==> config.mk <==
export PLATFORM = sky130hd
export DESIGN_NAME = hazard_controller
export DESIGN_NICKNAME = d
export VERILOG_FILES = /design/src/rtl/hazard_pkg.sv /design/src/rtl/forward_unit.sv /design/src/rtl/hazard_controller.sv
export SDC_FILE = /design/constraint.sdc
export NUM_CORES = 1
export LEC_CHECK = 0
export CAP_MARGIN = 20
export CORE_ASPECT_RATIO = 1.5
export CORE_MARGIN = 4
export CORE_UTILIZATION = 39
export CTS_BUF_LIST = sky130_fd_sc_hd__clkbuf_16
export DETAILED_ROUTE_END_ITERATION = 7
export PLACE_DENSITY = 0.94
export REMOVE_ABC_BUFFERS = 1
export SLEW_MARGIN = 0
export SYNTH_ARGS = -nofsm -noshare
export SYNTH_HDL_FRONTEND = slang
export SYNTH_SLANG_ARGS = --single-unit
==> constraint.sdc <==
create_clock -name clk -period 6.4 [get_ports clk]
set_clock_uncertainty 0.2 [all_clocks]
set_input_delay 1.28 -clock clk [delete_from_list [all_inputs] [get_ports clk]]
set_output_delay 1.28 -clock clk [all_outputs]
set_load 0.005 [all_outputs]
==> src/rtl/hazard_pkg.sv <==
// Shared types and constants for the hazard controller.
// FSM state enum, forwarding select codes and a register-match helper.
package hazard_pkg;

    typedef enum logic [1:0] {
        ST_RUN      = 2'd0,
        ST_MEM_WAIT = 2'd1,
        ST_ERROR    = 2'd2
    } hz_state_e;

    localparam logic [1:0] FWD_RF  = 2'b00;
    localparam logic [1:0] FWD_WB  = 2'b01;
    localparam logic [1:0] FWD_MEM = 2'b10;

    // x0 is hardwired zero, so it never takes part in a dependency.
    function automatic logic reg_match(
        input logic [4:0] rd,
        input logic [4:0] rs
    );
        return (rd != 5'd0) && (rd == rs);
    endfunction

endpackage

==> src/rtl/forward_unit.sv <==
// Operand forwarding select for one ALU source in Execute.
// Ports: rs_e_i, rd_m_i, rd_w_i, reg_write_m_i, reg_write_w_i -> fwd_o.
module forward_unit
    import hazard_pkg::*;
(
    input  logic [4:0] rs_e_i,
    input  logic [4:0] rd_m_i,
    input  logic [4:0] rd_w_i,
    input  logic       reg_write_m_i,
    input  logic       reg_write_w_i,
    output logic [1:0] fwd_o
);

    // Memory stage holds the younger result, so it wins over Writeback.
    always_comb begin
        fwd_o = FWD_RF;
        if (reg_write_m_i && reg_match(rd_m_i, rs_e_i)) begin
            fwd_o = FWD_MEM;
        end else if (reg_write_w_i && reg_match(rd_w_i, rs_e_i)) begin
            fwd_o = FWD_WB;
        end
    end

endmodule

==> src/rtl/hazard_controller.sv <==
// Pipeline hazard controller: forwarding, load-use stall, branch flush,
// data-memory wait stall with timeout FSM and sticky mem_timeout flag.
// Ports: clk, rst (async active-low), register ids D/E/M/W, RegWriteM/W,
// LoadE, PCSrcE, MemReqM/MemReadyM -> Stall*, Flush*, Forward*E,
// mem_timeout. Define HAZARD_PERF_CNT_EN to add stall_cnt/flush_cnt.
module hazard_controller
    import hazard_pkg::*;
#(
    parameter int MEM_TIMEOUT = 16
) (
    input  logic        clk,
    input  logic        rst,
    input  logic [4:0]  Rs1D,
    input  logic [4:0]  Rs2D,
    input  logic [4:0]  Rs1E,
    input  logic [4:0]  Rs2E,
    input  logic [4:0]  RdE,
    input  logic [4:0]  RdM,
    input  logic [4:0]  RdW,
    input  logic        RegWriteM,
    input  logic        RegWriteW,
    input  logic        LoadE,
    input  logic        PCSrcE,
    input  logic        MemReqM,
    input  logic        MemReadyM,
    output logic        StallF,
    output logic        StallD,
    output logic        StallE,
    output logic        StallM,
    output logic        FlushD,
    output logic        FlushE,
    output logic        FlushW,
    output logic [1:0]  ForwardAE,
    output logic [1:0]  ForwardBE,
    output logic        mem_timeout
`ifdef HAZARD_PERF_CNT_EN
    ,
    output logic [31:0] stall_cnt,
    output logic [31:0] flush_cnt
`endif
);

    localparam int CW = $clog2(MEM_TIMEOUT) + 1;
    localparam logic [CW-1:0] CNT_LAST = CW'(MEM_TIMEOUT - 1);

    hz_state_e     state_q, state_d;
    logic [CW-1:0] cnt_q, cnt_d;
    logic          timeout_q, timeout_d;
    logic          lw_stall;
    logic          mem_wait;
    logic          br_flush;

    forward_unit u_fwd_a (
        .rs_e_i        (Rs1E),
        .rd_m_i        (RdM),
        .rd_w_i        (RdW),
        .reg_write_m_i (RegWriteM),
        .reg_write_w_i (RegWriteW),
        .fwd_o         (ForwardAE)
    );

    forward_unit u_fwd_b (
        .rs_e_i        (Rs2E),
        .rd_m_i        (RdM),
        .rd_w_i        (RdW),
        .reg_write_m_i (RegWriteM),
        .reg_write_w_i (RegWriteW),
        .fwd_o         (ForwardBE)
    );

    assign lw_stall = LoadE && (RdE != 5'd0)
                    && ((RdE == Rs1D) || (RdE == Rs2D));
    assign mem_wait = MemReqM && !MemReadyM;

    always_comb begin
        state_d   = state_q;
        cnt_d     = cnt_q;
        timeout_d = timeout_q;
        unique case (state_q)
            ST_RUN: begin
                if (mem_wait) state_d = ST_MEM_WAIT;
            end
            ST_MEM_WAIT: begin
                if (MemReadyM) begin
                    state_d = ST_RUN;
                end else if (cnt_q == CNT_LAST) begin
                    state_d   = ST_ERROR;
                    timeout_d = 1'b1;
                end else begin
                    cnt_d = cnt_q + 1'b1;
                end
            end
            ST_ERROR: begin
                state_d = ST_ERROR;
            end
            default: begin
                state_d = ST_RUN;
            end
        endcase
        if (state_d == ST_RUN) cnt_d = '0;
    end

    // Stall/flush priority: memory wait or error, then branch, then load-use.
    // Branch/load-use also act in MEM_WAIT once the access completes, so a
    // branch held in Execute during the wait is not lost on release.
    always_comb begin
        StallF   = 1'b0;
        StallD   = 1'b0;
        StallE   = 1'b0;
        StallM   = 1'b0;
        FlushD   = 1'b0;
        FlushE   = 1'b0;
        FlushW   = 1'b0;
        br_flush = 1'b0;
        if (!rst) begin
            br_flush = 1'b0;
        end else if (mem_wait || state_q == ST_ERROR) begin
            StallF = 1'b1;
            StallD = 1'b1;
            StallE = 1'b1;
            StallM = 1'b1;
            FlushW = 1'b1;
        end else if (PCSrcE) begin
            FlushD   = 1'b1;
            FlushE   = 1'b1;
            br_flush = 1'b1;
        end else if (lw_stall) begin
            StallF = 1'b1;
            StallD = 1'b1;
            FlushE = 1'b1;
        end
    end

    always_ff @(posedge clk or negedge rst) begin
        if (!rst) begin
            state_q   <= ST_RUN;
            cnt_q     <= '0;
            timeout_q <= 1'b0;
        end else begin
            state_q   <= state_d;
            cnt_q     <= cnt_d;
            timeout_q <= timeout_d;
        end
    end

    assign mem_timeout = timeout_q;

`ifdef HAZARD_PERF_CNT_EN
    logic [31:0] stall_cnt_q, flush_cnt_q;

    always_ff @(posedge clk or negedge rst) begin
        if (!rst) begin
            stall_cnt_q <= '0;
            flush_cnt_q <= '0;
        end else begin
            if (StallF && stall_cnt_q != 32'hFFFF_FFFF)
                stall_cnt_q <= stall_cnt_q + 32'd1;
            if (br_flush && flush_cnt_q != 32'hFFFF_FFFF)
                flush_cnt_q <= flush_cnt_q + 32'd1;
        end
    end

    assign stall_cnt = stall_cnt_q;
    assign flush_cnt = flush_cnt_q;
`endif

endmodule

==> results of run 1 <==
[final cells by class]
class                           instances  area [um^2]  area share
Sequential cell                         8        200.2      0.1362
Timing Repair Buffer                   54        540.5      0.3677
Inverter                                5        18.77     0.01277
Multi-Input combinational cell         81        608.1      0.4136
Tap cell                               22        27.53     0.01872
Clock buffer                            3        75.07     0.05106
[power by group through the flow]
stage               registers, W  logic [W]  clock network, W
global placement       0.0000598  0.0000692                 0
CTS                    0.0000595  0.0000728          0.000107
global route           0.0000606  0.0000788          0.000110
finish                 0.0000593  0.0000727          0.000105
floorplan              0.0000591  0.0000277                 0
detailed placement     0.0000600  0.0000724                 0
[synthesized netlist by cell type (2+ instances only)]
cell type / n / area [um^2]
dfrtp_1: 8 / 200.2
nor3_1: 3 / 15.01
xnor2_1: 6 / 52.55
or4_1: 3 / 22.52
nand3_1: 3 / 15.01
nand2_1: 3 / 11.26
inv_1: 5 / 18.77
nor4_2: 2 / 25.02
nand4_1: 2 / 12.51
a22o_1: 2 / 17.52
nor2_1: 8 / 30.03
o21ai_1: 2 / 10.01
buf_4: 3 / 22.52
nand2b_1: 3 / 18.77
xor2_1: 26 / 227.7
and3_1: 2 / 12.51
ha_1: 2 / 25.02
nor4_1: 2 / 12.51
[cell families (layout without fill, tap and decap cells)]
group | count (synthesis) | in the layout | synth area share
flip-flops | 8 | 8 | 0.2356
XOR/XNOR | 32 | 32 | 0.3299
adder cells (fa/ha/maj) | 2 | 2 | 0.02945
AND/OR/NAND/NOR | 35 | 35 | 0.2577
AO/OA/AOI/OAI | 12 | 12 | 0.09869
buffers and inverters | 8 | 62 | 0.04860
[state kept, by name, indices dropped and copies added (netlist names)]
signal,flops
state_q,2
mem_timeout,1
cnt_q,5
[worst min-delay path by stage]
stage,to,cells past startpoint
floorplan,mem_timeout,1
global placement,mem_timeout,1
detailed placement,mem_timeout,1
CTS,mem_timeout,1
global route,mem_timeout,1
finish,mem_timeout,1
[through the flow]
step	cells	hold WS (ps)	power [W]	setup slack [ps]
floorplan	94	259.0	0.00008681	2616
global placement	170	265.8	0.0001291	1580
detailed placement	170	265.5	0.0001324	1518
CTS	173	277.6	0.0002389	1518
global route	173	299.3	0.0002495	1415
finish	173	275.5	0.0002371	1519
[routing by layer]
layer | vias up | wire length, um | share of wire | global-route usage
met4 | 0 | 131 | 0.043 | 0.1246
met1 | 437 | 962 | 0.32 | 0.1854
met3 | 11 | 357 | 0.12 | 0.06027
met5 | - | 0 | 0 | 0
li1 | 451 | - | - | -
met2 | 51 | 1574 | 0.52 | 0.3983
==> flow_summary.ini, run 1 <==
[final_layout]
final_common_cell = clkdlybuf4s50_1
final_util = 0.7165
area_delta_synth_final_pct = 73.05
nFillCells = 151
drive_above_1_share = 0.05298
final_cell_mix = clkdlybuf4s50_1 (54), xor2_1 (26), nor2_1 (8), dfrtp_1 (8), xnor2_1 (6)
final_cell_area_um2 = 1470
nNetsFinal = 198
diodes = 0

[drt]
vias_per_cell = 5.491
dr.pass1.iters = 3
wl_um = 3026
drtAntennaViolNets = 0
vias = 950
wl_per_cell_um = 17.49
drc = 0
first_iter_violations = 16

[global_routing]
grt_overflow = 0
grt_first_pass_wirelength_um = 4685
grt_util_all_layers = 0.2136
grt_max_degree = 13
antenna_found_initial = 0
grt_pass1_vias = 1039

[clocking]
cts_tree = yes
cts.sinks = 8
cts_buffers = 3
root_buffer = clkbuf_16
cts_max_level = 1
cts_hold_buffers = 0
postCtsSetupBuffers = 0
cts_buffer_depth = 2
cts_resized = 0
clk_pin_slew_ps = 40
clk_latency_ps = 230

[worst_setup_path]
crit_type = primary input to output port
reg2reg_slack_ps = 4180
crit_top_cell = clkdlybuf4s50_1
crit_buf_inv = 2
crit_path_end = ForwardAE[0]
cpPeakStageDelay_ps = 560
worstPathCellList = clkdlybuf4s50_1, or4_4, o21ai_2, nor4_1, nor4_2, clkdlybuf4s50_1
cpMaxStageDelayCell = or4_4
critical_path.top_delay_family = buffers and inverters
startpoint = RdM[0]
cp.depth = 6
crit_path_max_fanout = 3
cp-start-kind = primary input
timing.rr.start = cnt_q[0]
r2r_end = cnt_q[3]
cp.required_ps = 4920
worstPathArrival_ps = 3400
cp-end-kind = output port
r2r_cells = 7

[timing]
finalSetupViolations = 0
slew_viol_final = 0
final_hold_viol_count = 0
clock.fmax_mhz = 204.9
slew_headroom = 0.6640
fin_setup_tns_ps = 0
fin_crit_sh = 0.7626
worst_slew_pin_slew_ps = 499.4
timing.final.crit_period_ps = 4881
rsz0062_at_grt = false

[yosys]
ys.warnings.count = 0
ys_seq_elements = 8
synth_top_flop_cell = dfrtp_1
seq_area_frac_synth = 0.2356
synth_area_um2 = 849.6
yosys.cell_types.count = 30
synthArstFlopShare = 1.000
avgSynthCellArea_um2 = 8.758
synth-edff-count = 0
synthCells = 97

[power_and_ir_drop]
internal-power_w = 0.0001790
pwr-share-seq = 0.250
power_frac_clock = 0.443
combPwrFrac = 0.307
p_leak_nw = 0.5954
p_per_area_nw_per_um2 = 161.3
peakVddDrop_mv = 0.1526
switching_share = 0.2452
power.switching_w = 0.00005813

[placed_design]
place_area_um2 = 1395
routabilityCongestion = 0.7683
place_hpwl_um = 2516
portBuffers = 54

[run]
cap_violations = 0

[worst_hold_path]
min_from = mem_timeout
hold_path.class = flop to flop

[floorplan]
die_h_um = 65.16
coreArea_um2 = 2052
num_rows = 20
die_w_um = 46.11
ios = 55
initial_core_util = 0.4140
die_area_um2 = 3005

[outcome]
outcome = finished, final reports clean
(Power assumes the default switching activity.)
==> run 2, diff against run 1 <==
Settings changed: CORE_UTILIZATION 39 to 36, PLACE_DENSITY 0.94 to 0.88.
Clock period 6.4 ns to 4.8 ns, I/O delays scaled along.
==> run 2 against run 1 <==
  * Global-route usage fell by 3.3 points
  * Power grew 34%
  * Critical endpoint unchanged
  * Clock power up 33%
  * Combinational power is 32% higher
  * First-iteration DRC count fell by 81%
  * Critical path depth unchanged
  * Largest power group unchanged
  * Hold slack worse by 18 ps
==> flow_summary.ini, run 2 (synthesized netlist as in run 1, its figures left out) <==
[outcome]
outcome = finished, final reports clean

[power_and_ir_drop]
switching_share = 0.2467
pwr-share-seq = 0.254
peakVddDrop_mv = 0.2358
internal-power_w = 0.0002385
p_leak_nw = 0.5954
power_frac_clock = 0.442
combPwrFrac = 0.304
p_per_area_nw_per_um2 = 215.2
power.switching_w = 0.00007811

[clocking]
cts_buffer_depth = 2
cts_hold_buffers = 0
clk_latency_ps = 230
cts.sinks = 8
cts_tree = yes
postCtsSetupBuffers = 0
cts_max_level = 1
cts_resized = 0
cts_buffers = 3
root_buffer = clkbuf_16
clk_pin_slew_ps = 30

[worst_setup_path]
worstPathArrival_ps = 3070
cpPeakStageDelay_ps = 560
worstPathCellList = clkdlybuf4s50_1, or4_4, o21ai_2, nor4_1, nor4_2, clkdlybuf4s50_1
crit_buf_inv = 2
crit_path_max_fanout = 3
cp.required_ps = 3640
crit_type = primary input to output port
crit_top_cell = clkdlybuf4s50_1
cp-start-kind = primary input
reg2reg_slack_ps = 2540
cp-end-kind = output port
critical_path.top_delay_family = buffers and inverters
cpMaxStageDelayCell = or4_4

[timing]
timing.final.crit_period_ps = 4228
finalSetupViolations = 0
clock.fmax_mhz = 236.5
fin_crit_sh = 0.8809
fin_setup_tns_ps = 0
slew_headroom = 0.6020
rsz0062_at_grt = false
worst_slew_pin_slew_ps = 591.5
slew_viol_final = 0
final_hold_viol_count = 0

[run]
cap_violations = 0

[final_layout]
final_cell_area_um2 = 1471
largest_register_ffs = 5
nNetsFinal = 198
nFillCells = 175
final_common_cell = clkdlybuf4s50_1
final_util = 0.6588
stdcell_count = 174
diodes = 0
area_delta_synth_final_pct = 73.20
final_cell_mix = clkdlybuf4s50_1 (54), xor2_1 (26), nor2_1 (8), dfrtp_1 (8), xnor2_1 (6)
drive_above_1_share = 0.05298
regMostFlops = cnt_q

[drt]
first_iter_violations = 3
drc = 0
vias = 949
wl_um = 2866
drtAntennaViolNets = 0
wl_per_cell_um = 16.47
vias_per_cell = 5.454
dr.pass1.iters = 3

[floorplan]
ios = 55
die_area_um2 = 3217
coreArea_um2 = 2233
die_h_um = 67.50
die_w_um = 47.67
initial_core_util = 0.3804
num_rows = 21

[placed_design]
routabilityCongestion = 0.8668
placed_cells = 171
portBuffers = 54
place_area_um2 = 1396
place_hpwl_um = 2449

[global_routing]
grt_pass1_vias = 1005
grt_first_pass_wirelength_um = 4105
grt_max_degree = 13
antenna_found_initial = 0
grt_util_all_layers = 0.1809
grt_overflow = 0

[worst_hold_path]
hold_path.class = flop to flop
## run 2: power groups by stage
stage	Combinational [W]	Sequential, W	Clock, W
finish	0.0000962	0.0000805	0.000140
global route	0.000103	0.0000810	0.000147
CTS	0.0000965	0.0000804	0.000144
detailed placement	0.0000960	0.0000810	0
global placement	0.0000927	0.0000803	0
floorplan	0.0000370	0.0000788	0
## run 2: cell type report
class | instances | area [um^2] | share of cell area
repair buffers | 54 | 540.5 | 0.3673
well taps | 23 | 28.78 | 0.01956
clock buffers | 3 | 75.07 | 0.05102
flip-flops and latches | 8 | 200.2 | 0.1361
inverters | 5 | 18.77 | 0.01276
multi-input cells | 81 | 608.1 | 0.4133
## run 2: metal layers
metal  track usage  share of wire  up-vias
met5             0              0        -
met4       0.06734          0.017        0
met3       0.04533           0.15        5
met2        0.3507           0.49       57
met1        0.1686           0.35      438
li1              -              -      449
## run 2: final timing paths
| check | from | endpoint | depth (start not counted) |
|---|---|---|---|
| max | RdM[0] | ForwardAE[0] | 6 |
| min | mem_timeout | mem_timeout | 1 |
| max reg2reg | cnt_q[0] | cnt_q[3] | 7 |
| min reg2reg | mem_timeout | mem_timeout | 1 |
| max in group asynchronous | rst | cnt_q[0] | 1 |
| min in group asynchronous | rst | state_q[0] | 1 |
## run 2: through the flow
step	setup slack [ps]	power [W]	hold slack (ps)
2_1_floorplan	1656	0.0001157	259.0
3_3_place_gp	600.8	0.0001730	248.5
3_5_place_dp	550.1	0.0001770	255.2
4_1_cts	543.6	0.0003208	263.1
5_1_grt	502.7	0.0003316	314.7
6_report	571.6	0.0003166	257.9
